`src/rtl/biquad_tdm_if.sv`:
```
// Sample stream, coefficient-write and result bus of the time-multiplexed biquad.
// The master drives samples/coefficients; the slave (filter) returns results.
interface biquad_tdm_if #(
    parameter int unsigned DATA_W = 32,
    parameter int unsigned CH_W   = 1
);
    logic              i_valid;
    logic              o_ready;
    logic [CH_W-1:0]   i_ch;
    logic [DATA_W-1:0] i_data;
    logic              i_flush;
    logic              i_coef_we;
    logic [CH_W-1:0]   i_coef_ch;
    logic [2:0]        i_coef_idx;
    logic [DATA_W-1:0] i_coef_data;
    logic              o_valid;
    logic [CH_W-1:0]   o_ch;
    logic [DATA_W-1:0] o_data;
    logic              o_sat;

    modport master (
        output i_valid, i_ch, i_data, i_flush, i_coef_we, i_coef_ch, i_coef_idx, i_coef_data,
        input  o_ready, o_valid, o_ch, o_data, o_sat
    );

    modport slave (
        input  i_valid, i_ch, i_data, i_flush, i_coef_we, i_coef_ch, i_coef_idx, i_coef_data,
        output o_ready, o_valid, o_ch, o_data, o_sat
    );
endinterface

```
`src/rtl/biquad_tdm.sv`:
```
// Biquad IIR section shared by N_CH channels through one multiply-accumulate unit.
// Each sample takes five MAC cycles plus one output cycle; per-channel coefficients and history.
module biquad_tdm #(
    parameter int unsigned DATA_W = 32,
    parameter int unsigned FRAC   = 15,
    parameter int unsigned N_CH   = 2
) (
    input logic         i_clk,
    input logic         i_rst,
    biquad_tdm_if.slave bus
);
    localparam int unsigned CH_W   = (N_CH > 1) ? $clog2(N_CH) : 1;
    localparam int unsigned PROD_W = 2 * DATA_W;
    localparam int unsigned ACC_W  = 2 * DATA_W + 3;

    typedef logic signed [DATA_W-1:0] word_t;
    typedef logic signed [ACC_W-1:0]  acc_t;
    typedef enum logic [1:0] {StIdle, StMac, StOut} state_e;

    localparam word_t PassB0 = DATA_W'(1) << FRAC;
    localparam acc_t  RndC   = ACC_W'(1) << (FRAC - 1);
    localparam acc_t  MaxV   = {{(ACC_W - DATA_W + 1){1'b0}}, {(DATA_W - 1){1'b1}}};
    localparam acc_t  MinV   = {{(ACC_W - DATA_W + 1){1'b1}}, {(DATA_W - 1){1'b0}}};

    state_e          state_q, state_d;
    word_t           coef_q [N_CH][5];
    word_t           coef_d [N_CH][5];
    word_t           x1_q [N_CH], x2_q [N_CH], y1_q [N_CH], y2_q [N_CH];
    word_t           x1_d [N_CH], x2_d [N_CH], y1_d [N_CH], y2_d [N_CH];
    // Per-sample snapshot: coefficients b0,b1,b2,a1,a2 and operands x0,x1,x2,y1,y2.
    word_t           sc_q [5], sc_d [5];
    word_t           sx_q [5], sx_d [5];
    logic [CH_W-1:0] ch_q, ch_d;
    logic [2:0]      cnt_q, cnt_d;
    acc_t            acc_q, acc_d;
    word_t           o_data_q, o_data_d;
    logic [CH_W-1:0] o_ch_q, o_ch_d;
    logic            o_sat_q, o_sat_d;

    logic                     accept, coef_wr, sat;
    logic signed [PROD_W-1:0] ext_c, ext_x, prod;
    acc_t                     acc_sum, shr;
    word_t                    y_sat;

    assign accept  = bus.i_valid && (state_q == StIdle) && !bus.i_flush
                     && (32'(bus.i_ch) < N_CH);
    assign coef_wr = bus.i_coef_we && (32'(bus.i_coef_ch) < N_CH) && (bus.i_coef_idx < 3'd5);

    always_comb begin
        ext_c   = PROD_W'(sc_q[cnt_q]);
        ext_x   = PROD_W'(sx_q[cnt_q]);
        prod    = ext_c * ext_x;
        acc_sum = (cnt_q >= 3'd3) ? acc_q - ACC_W'(prod) : acc_q + ACC_W'(prod);
        shr     = (acc_sum + RndC) >>> FRAC;
        sat     = 1'b0;
        y_sat   = word_t'(shr);
        if (shr > MaxV) begin
            y_sat = word_t'(MaxV);
            sat   = 1'b1;
        end else if (shr < MinV) begin
            y_sat = word_t'(MinV);
            sat   = 1'b1;
        end
    end

    always_ff @(posedge i_clk or posedge i_rst) begin
        if (i_rst) begin
            state_q <= StIdle;
        end else begin
            state_q <= state_d;
        end
    end

    always_comb begin
        state_d = state_q;
        case (state_q)
            StIdle:  if (accept) state_d = StMac;
            StMac:   if (cnt_q == 3'd4) state_d = StOut;
            StOut:   state_d = StIdle;
            default: state_d = StIdle;
        endcase
        if (bus.i_flush) state_d = StIdle;
    end

    always_comb begin
        bus.o_ready = (state_q == StIdle);
        bus.o_valid = (state_q == StOut);
        bus.o_data  = o_data_q;
        bus.o_ch    = o_ch_q;
        bus.o_sat   = o_sat_q;
    end

    always_comb begin
        coef_d   = coef_q;
        x1_d     = x1_q;
        x2_d     = x2_q;
        y1_d     = y1_q;
        y2_d     = y2_q;
        sc_d     = sc_q;
        sx_d     = sx_q;
        ch_d     = ch_q;
        cnt_d    = cnt_q;
        acc_d    = acc_q;
        o_data_d = o_data_q;
        o_ch_d   = o_ch_q;
        o_sat_d  = o_sat_q;
        if (coef_wr) coef_d[bus.i_coef_ch][bus.i_coef_idx] = bus.i_coef_data;
        if (bus.i_flush) begin
            for (int c = 0; c < N_CH; c++) begin
                x1_d[c] = '0;
                x2_d[c] = '0;
                y1_d[c] = '0;
                y2_d[c] = '0;
            end
        end else if (state_q == StMac) begin
            acc_d = acc_sum;
            cnt_d = cnt_q + 3'd1;
            if (cnt_q == 3'd4) begin
                o_data_d = y_sat;
                o_ch_d   = ch_q;
                o_sat_d  = sat;
            end
        end else if (state_q == StOut) begin
            x2_d[ch_q] = x1_q[ch_q];
            x1_d[ch_q] = sx_q[0];
            y2_d[ch_q] = y1_q[ch_q];
            y1_d[ch_q] = o_data_q;
        end
        if (accept) begin
            ch_d    = bus.i_ch;
            cnt_d   = '0;
            acc_d   = '0;
            sc_d    = coef_q[bus.i_ch];
            sx_d[0] = bus.i_data;
            sx_d[1] = x1_q[bus.i_ch];
            sx_d[2] = x2_q[bus.i_ch];
            sx_d[3] = y1_q[bus.i_ch];
            sx_d[4] = y2_q[bus.i_ch];
        end
    end

    always_ff @(posedge i_clk or posedge i_rst) begin
        if (i_rst) begin
            for (int c = 0; c < N_CH; c++) begin
                coef_q[c][0] <= PassB0;
                for (int k = 1; k < 5; k++) coef_q[c][k] <= '0;
                x1_q[c] <= '0;
                x2_q[c] <= '0;
                y1_q[c] <= '0;
                y2_q[c] <= '0;
            end
            for (int k = 0; k < 5; k++) begin
                sc_q[k] <= '0;
                sx_q[k] <= '0;
            end
            ch_q     <= '0;
            cnt_q    <= '0;
            acc_q    <= '0;
            o_data_q <= '0;
            o_ch_q   <= '0;
            o_sat_q  <= 1'b0;
        end else begin
            coef_q   <= coef_d;
            x1_q     <= x1_d;
            x2_q     <= x2_d;
            y1_q     <= y1_d;
            y2_q     <= y2_d;
            sc_q     <= sc_d;
            sx_q     <= sx_d;
            ch_q     <= ch_d;
            cnt_q    <= cnt_d;
            acc_q    <= acc_d;
            o_data_q <= o_data_d;
            o_ch_q   <= o_ch_d;
            o_sat_q  <= o_sat_d;
        end
    end
endmodule

```
`src/flat_wrapper.sv`:
```
// flat-port wrapper written by rule: the top's interface ports become plain ports
module biquad_tdm_flat 
#(
    parameter int unsigned DATA_W = 32,
    parameter int unsigned FRAC   = 15,
    parameter int unsigned N_CH   = 2
)
  (i_clk, i_rst, bus_i_valid, bus_i_ch, bus_i_data, bus_i_flush, bus_i_coef_we, bus_i_coef_ch, bus_i_coef_idx, bus_i_coef_data, bus_o_ready, bus_o_valid, bus_o_ch, bus_o_data, bus_o_sat);
  biquad_tdm_if #(.DATA_W(DATA_W), .CH_W((1))) bus_i ();
  input logic i_clk;
  input logic i_rst;
  input wire logic [$bits(bus_i.i_valid)-1:0] bus_i_valid;
  input wire logic [$bits(bus_i.i_ch)-1:0] bus_i_ch;
  input wire logic [$bits(bus_i.i_data)-1:0] bus_i_data;
  input wire logic [$bits(bus_i.i_flush)-1:0] bus_i_flush;
  input wire logic [$bits(bus_i.i_coef_we)-1:0] bus_i_coef_we;
  input wire logic [$bits(bus_i.i_coef_ch)-1:0] bus_i_coef_ch;
  input wire logic [$bits(bus_i.i_coef_idx)-1:0] bus_i_coef_idx;
  input wire logic [$bits(bus_i.i_coef_data)-1:0] bus_i_coef_data;
  output wire logic [$bits(bus_i.o_ready)-1:0] bus_o_ready;
  output wire logic [$bits(bus_i.o_valid)-1:0] bus_o_valid;
  output wire logic [$bits(bus_i.o_ch)-1:0] bus_o_ch;
  output wire logic [$bits(bus_i.o_data)-1:0] bus_o_data;
  output wire logic [$bits(bus_i.o_sat)-1:0] bus_o_sat;
  assign bus_i.i_valid = bus_i_valid;
  assign bus_i.i_ch = bus_i_ch;
  assign bus_i.i_data = bus_i_data;
  assign bus_i.i_flush = bus_i_flush;
  assign bus_i.i_coef_we = bus_i_coef_we;
  assign bus_i.i_coef_ch = bus_i_coef_ch;
  assign bus_i.i_coef_idx = bus_i_coef_idx;
  assign bus_i.i_coef_data = bus_i_coef_data;
  assign bus_o_ready = bus_i.o_ready;
  assign bus_o_valid = bus_i.o_valid;
  assign bus_o_ch = bus_i.o_ch;
  assign bus_o_data = bus_i.o_data;
  assign bus_o_sat = bus_i.o_sat;
  biquad_tdm #(.DATA_W(DATA_W), .FRAC(FRAC), .N_CH(N_CH)) u_core (.i_clk(i_clk), .i_rst(i_rst), .bus(bus_i));
endmodule
```
`config.mk`:
```
export PLATFORM = sky130hd
export DESIGN_NAME = biquad_tdm_flat
export DESIGN_NICKNAME = d
export VERILOG_FILES = /design/src/rtl/biquad_tdm_if.sv /design/src/rtl/biquad_tdm.sv /design/src/flat_wrapper.sv
export SDC_FILE = /design/constraint.sdc
export NUM_CORES = 2
export LEC_CHECK = 0
export CAP_MARGIN = 20
export CORE_ASPECT_RATIO = 0.9
export CORE_MARGIN = 3
export CORE_UTILIZATION = 50
export CTS_CLUSTER_SIZE = 25
export DETAILED_ROUTE_END_ITERATION = 8
export PLACE_DENSITY = 0.66
export SKIP_LAST_GASP = 1
export SLEW_MARGIN = 15
export SYNTH_ARGS = -nofsm -noshare
export SYNTH_HDL_FRONTEND = slang
export SYNTH_SLANG_ARGS = --single-unit
```
`constraint.sdc`:
```
create_clock -name i_clk -period 48.6 [get_ports i_clk]
set_input_delay 12.15 -clock i_clk [delete_from_list [all_inputs] [get_ports i_clk]]
set_output_delay 12.15 -clock i_clk [all_outputs]
set_load 0.005 [all_outputs]
```
==> results.json <==
{
  "status": "completed",
  "cts_root_buf": "clkbuf_16",
  "crit_required_ns": 49.28,
  "min_path_type": "register to register",
  "vias": 65000,
  "synth-seq-cells": 1003,
  "setup.worst_path.start_class": "register",
  "cts_tree": "yes",
  "ff_latch_area_um2": 25100,
  "cp-startpoint": "u_core.cnt_q[0]",
  "async_flop_share_pct": 100,
  "synthCells": 8612,
  "max-slew-margin-rel_pct": 16.9,
  "slew_viol_final": 0,
  "synth.area.top_cells": "dfrtp_1 29%, fa_1 25%, mux2i_1 4.9%",
  "finClkSkew_ns": 0.0967,
  "wl_mm": 269,
  "clockBufferDepth": 3,
  "port_buffers": 109,
  "worstRegToRegCells": 47,
  "use_met2_pct": 47.2,
  "gr-usage-all-layers_pct": 31.0,
  "cts.hold.buffers_added": 0,
  "multiInputGateArea_um2": 54800,
  "syn_avg_cell_area_um2": 9.95,
  "firstDrtPassIters": 8,
  "synth_fp_nets": 10000,
  "r2r-start": "u_core.cnt_q[0]",
  "drtIter0Drc": 6332,
  "synth_common_cells": "1,083 x fa_1, 1,070 x inv_1, 1,031 x nor2_1",
  "numClockSinks": 1003,
  "min_period_ns": 17.37,
  "utilization_pct": 54.7,
  "cts.reportedPaths.clkPinSlew_ns": 0.06,
  "routabilityCongestion": 0.980,
  "path_class": "register to register",
  "grt_antenna_before_repair": 4,
  "fp.dieH_um": 399,
  "stdcell_count": 10800,
  "rsz0062_at_grt": "no",
  "ant_nets": 0,
  "whs_endpoint": "u_core.acc_q[62]",
  "cts-htree-levels": 3,
  "synth.distinct_cells": 112,
  "grt_pass1_vias": 66800,
  "area_growth_pct": 8.23,
  "arrival_ns": 18.06,
  "fmax_ghz": 0.0576,
  "max_stage_delay_ns": 0.83,
  "finalHoldWorstSlack_ns": 0.491,
  "crit_fanout": 42,
  "report.final.hold_viol_count": 0,
  "start_util_pct": 50.5,
  "pin_count": 110,
  "top_usage_layer": "met2",
  "wl_per_cell_um": 25.0,
  "core_region_area_um2": 170000,
  "clkLatencyLatePin_ns": 0.77,
  "drc": 0,
  "post_cts_buffers": 0,
  "ys_seq_area_share_pct": 29.3,
  "die_width_um": 442,
  "hold-path-cell-count": 2,
  "finalSetupViolCount": 0,
  "met3_usage_pct": 5.81,
  "fin_nets": 9867,
  "setup_tns_ns": 0,
  "ys.flop_type": "dfrtp_1",
  "grt_max_degree": 220,
  "reg2reg_slack_ns": 31.23,
  "cts-resized-gates": 0,
  "die_area_um2": 176000,
  "dp_hpwl_mm": 196,
  "synth.most_common_cell": "fa_1",
  "grt_pass1_wl_mm": 417,
  "via_per_inst": 6.02,
  "use_met1_pct": 43.5,
  "crit_path_end_kind": "register",
  "worstMarginPinSlew_ns": 1.24,
  "syn-cell-area_um2": 85700,
  "hold_start": "u_core.acc_q[62]",
  "rows": 143,
  "overflow": 0,
  "timing.rr.end": "u_core.bus.o_data[10]",
  "synth_top_area_share_pct": 29.2,
  "maxCapViolCount": 0,
  "numCtsBuffers": 103,
  "drive_gt1_share_pct": 9.60,
  "place_inst": 10600,
  "fillers": 15000,
  "crit_path_frequent_cell": "fa_1",
  "synth_warnings": 0,
  "synth-edff-count": 0,
  "crit_path_top_delay_cell": "a21o_1",
  "synth_top_area_cell": "dfrtp_1",
  "fin_crit_sh_pct": 35.8
}
## layout by cell type (no fill, tap or decap), types with 38 or more instances in the layout
| cell type | count |
|---|---|
| dfrtp_1 | 998 |
| clkdlybuf4s50_1 | 108 |
| nand3_1 | 56 |
| inv_1 | 1068 |
| nor2_1 | 1026 |
| a21o_1 | 98 |
| a22o_1 | 293 |
| nor3_1 | 59 |
| and3_1 | 38 |
| buf_4 | 152 |
| mux2_2 | 358 |
| a21oi_1 | 502 |
| fa_1 | 1083 |
| ha_1 | 255 |
| clkbuf_16 | 103 |
| nand4_1 | 54 |
| mux2i_1 | 423 |
| and2_1 | 42 |
| xor2_1 | 83 |
| o21ai_0 | 183 |
| nand2_1 | 746 |
| xnor2_1 | 120 |
## worst max-delay path by stage
stage	to	cells past startpoint
global route	u_core.bus.o_data[12]	47
finish	u_core.bus.o_data[10]	47
global placement	u_core.bus.o_data[25]	51
CTS	u_core.bus.o_data[28]	49
detailed placement	u_core.bus.o_data[22]	49
floorplan	u_core.acc_q[0]	1
## final cells by class
class                      count  share of cell area [%]
clock buffer                 142                    3.14
sequential                  1003                    27.1
timing repair buffer         270                    2.60
inverter                    1070                    4.34
antenna                        5                  0.0135
clock inverter                47                   0.741
multi-input combinational   6007                    59.0
tap                         2247                    3.03
## per-stage QoR
step           cell area (um^2)  worst slack [ns]
4_1_cts                   92600             31.52
2_1_floorplan             85700              8.23
6_report                  92700             31.23
3_3_place_gp              89000             31.68
3_5_place_dp              89000             31.62
5_1_grt                   92700             30.43
## critical path, delay by kind of cell (launching register included)
kind | cells | cell delay [ns]
AND/OR/NAND/NOR | 18 | 6.01
adder cells (fa/ha/maj) | 10 | 4.65
AO/OA/AOI/OAI | 11 | 3.74
XOR/XNOR | 3 | 1.24
buffers and inverters | 5 | 0.98
flip-flops | 1 | 0.59
## sequential cells by signal, indices dropped and copies added, names as in the netlist
register / count
u_core.y2_q: 64
u_core.bus.o_sat: 1
u_core.ch_q: 1
u_core.acc_q: 67
u_core.sc_q: 160
u_core.x1_q: 64
u_core.bus.o_ch: 1
u_core.coef_q: 320
u_core.sx_q: 160
u_core.x2_q: 64
u_core.bus.o_data: 32
u_core.y1_q: 64
u_core.cnt_q: 3
u_core.state_q: 2
## logic make-up (layout without fill, tap and decap cells)
family | Yosys count | in the layout | share of synthesized area [%]
AOI/OAI and AO/OA | 1468 | 1468 | 11.6
xor gates and xnor gates | 203 | 203 | 2.08
adders and majority gates | 1338 | 1338 | 29.0
buffers and inverters | 1602 | 1529 | 7.19
DFF | 1003 | 1003 | 29.3
muxes | 784 | 784 | 9.73
other | 0 | 5 | 0
and+or+nand+nor | 2214 | 2214 | 11.1
## per-layer routing
layer	up-vias	part of all wire [%]
met5	-	0.0048
met4	2	5.1
met3	616	8.8
met1	33500	42
li1	28000	-
met2	2879	44
Power is not shown: default switching activity piles up to over one toggle a cycle in this logic, so the estimate is an artifact.
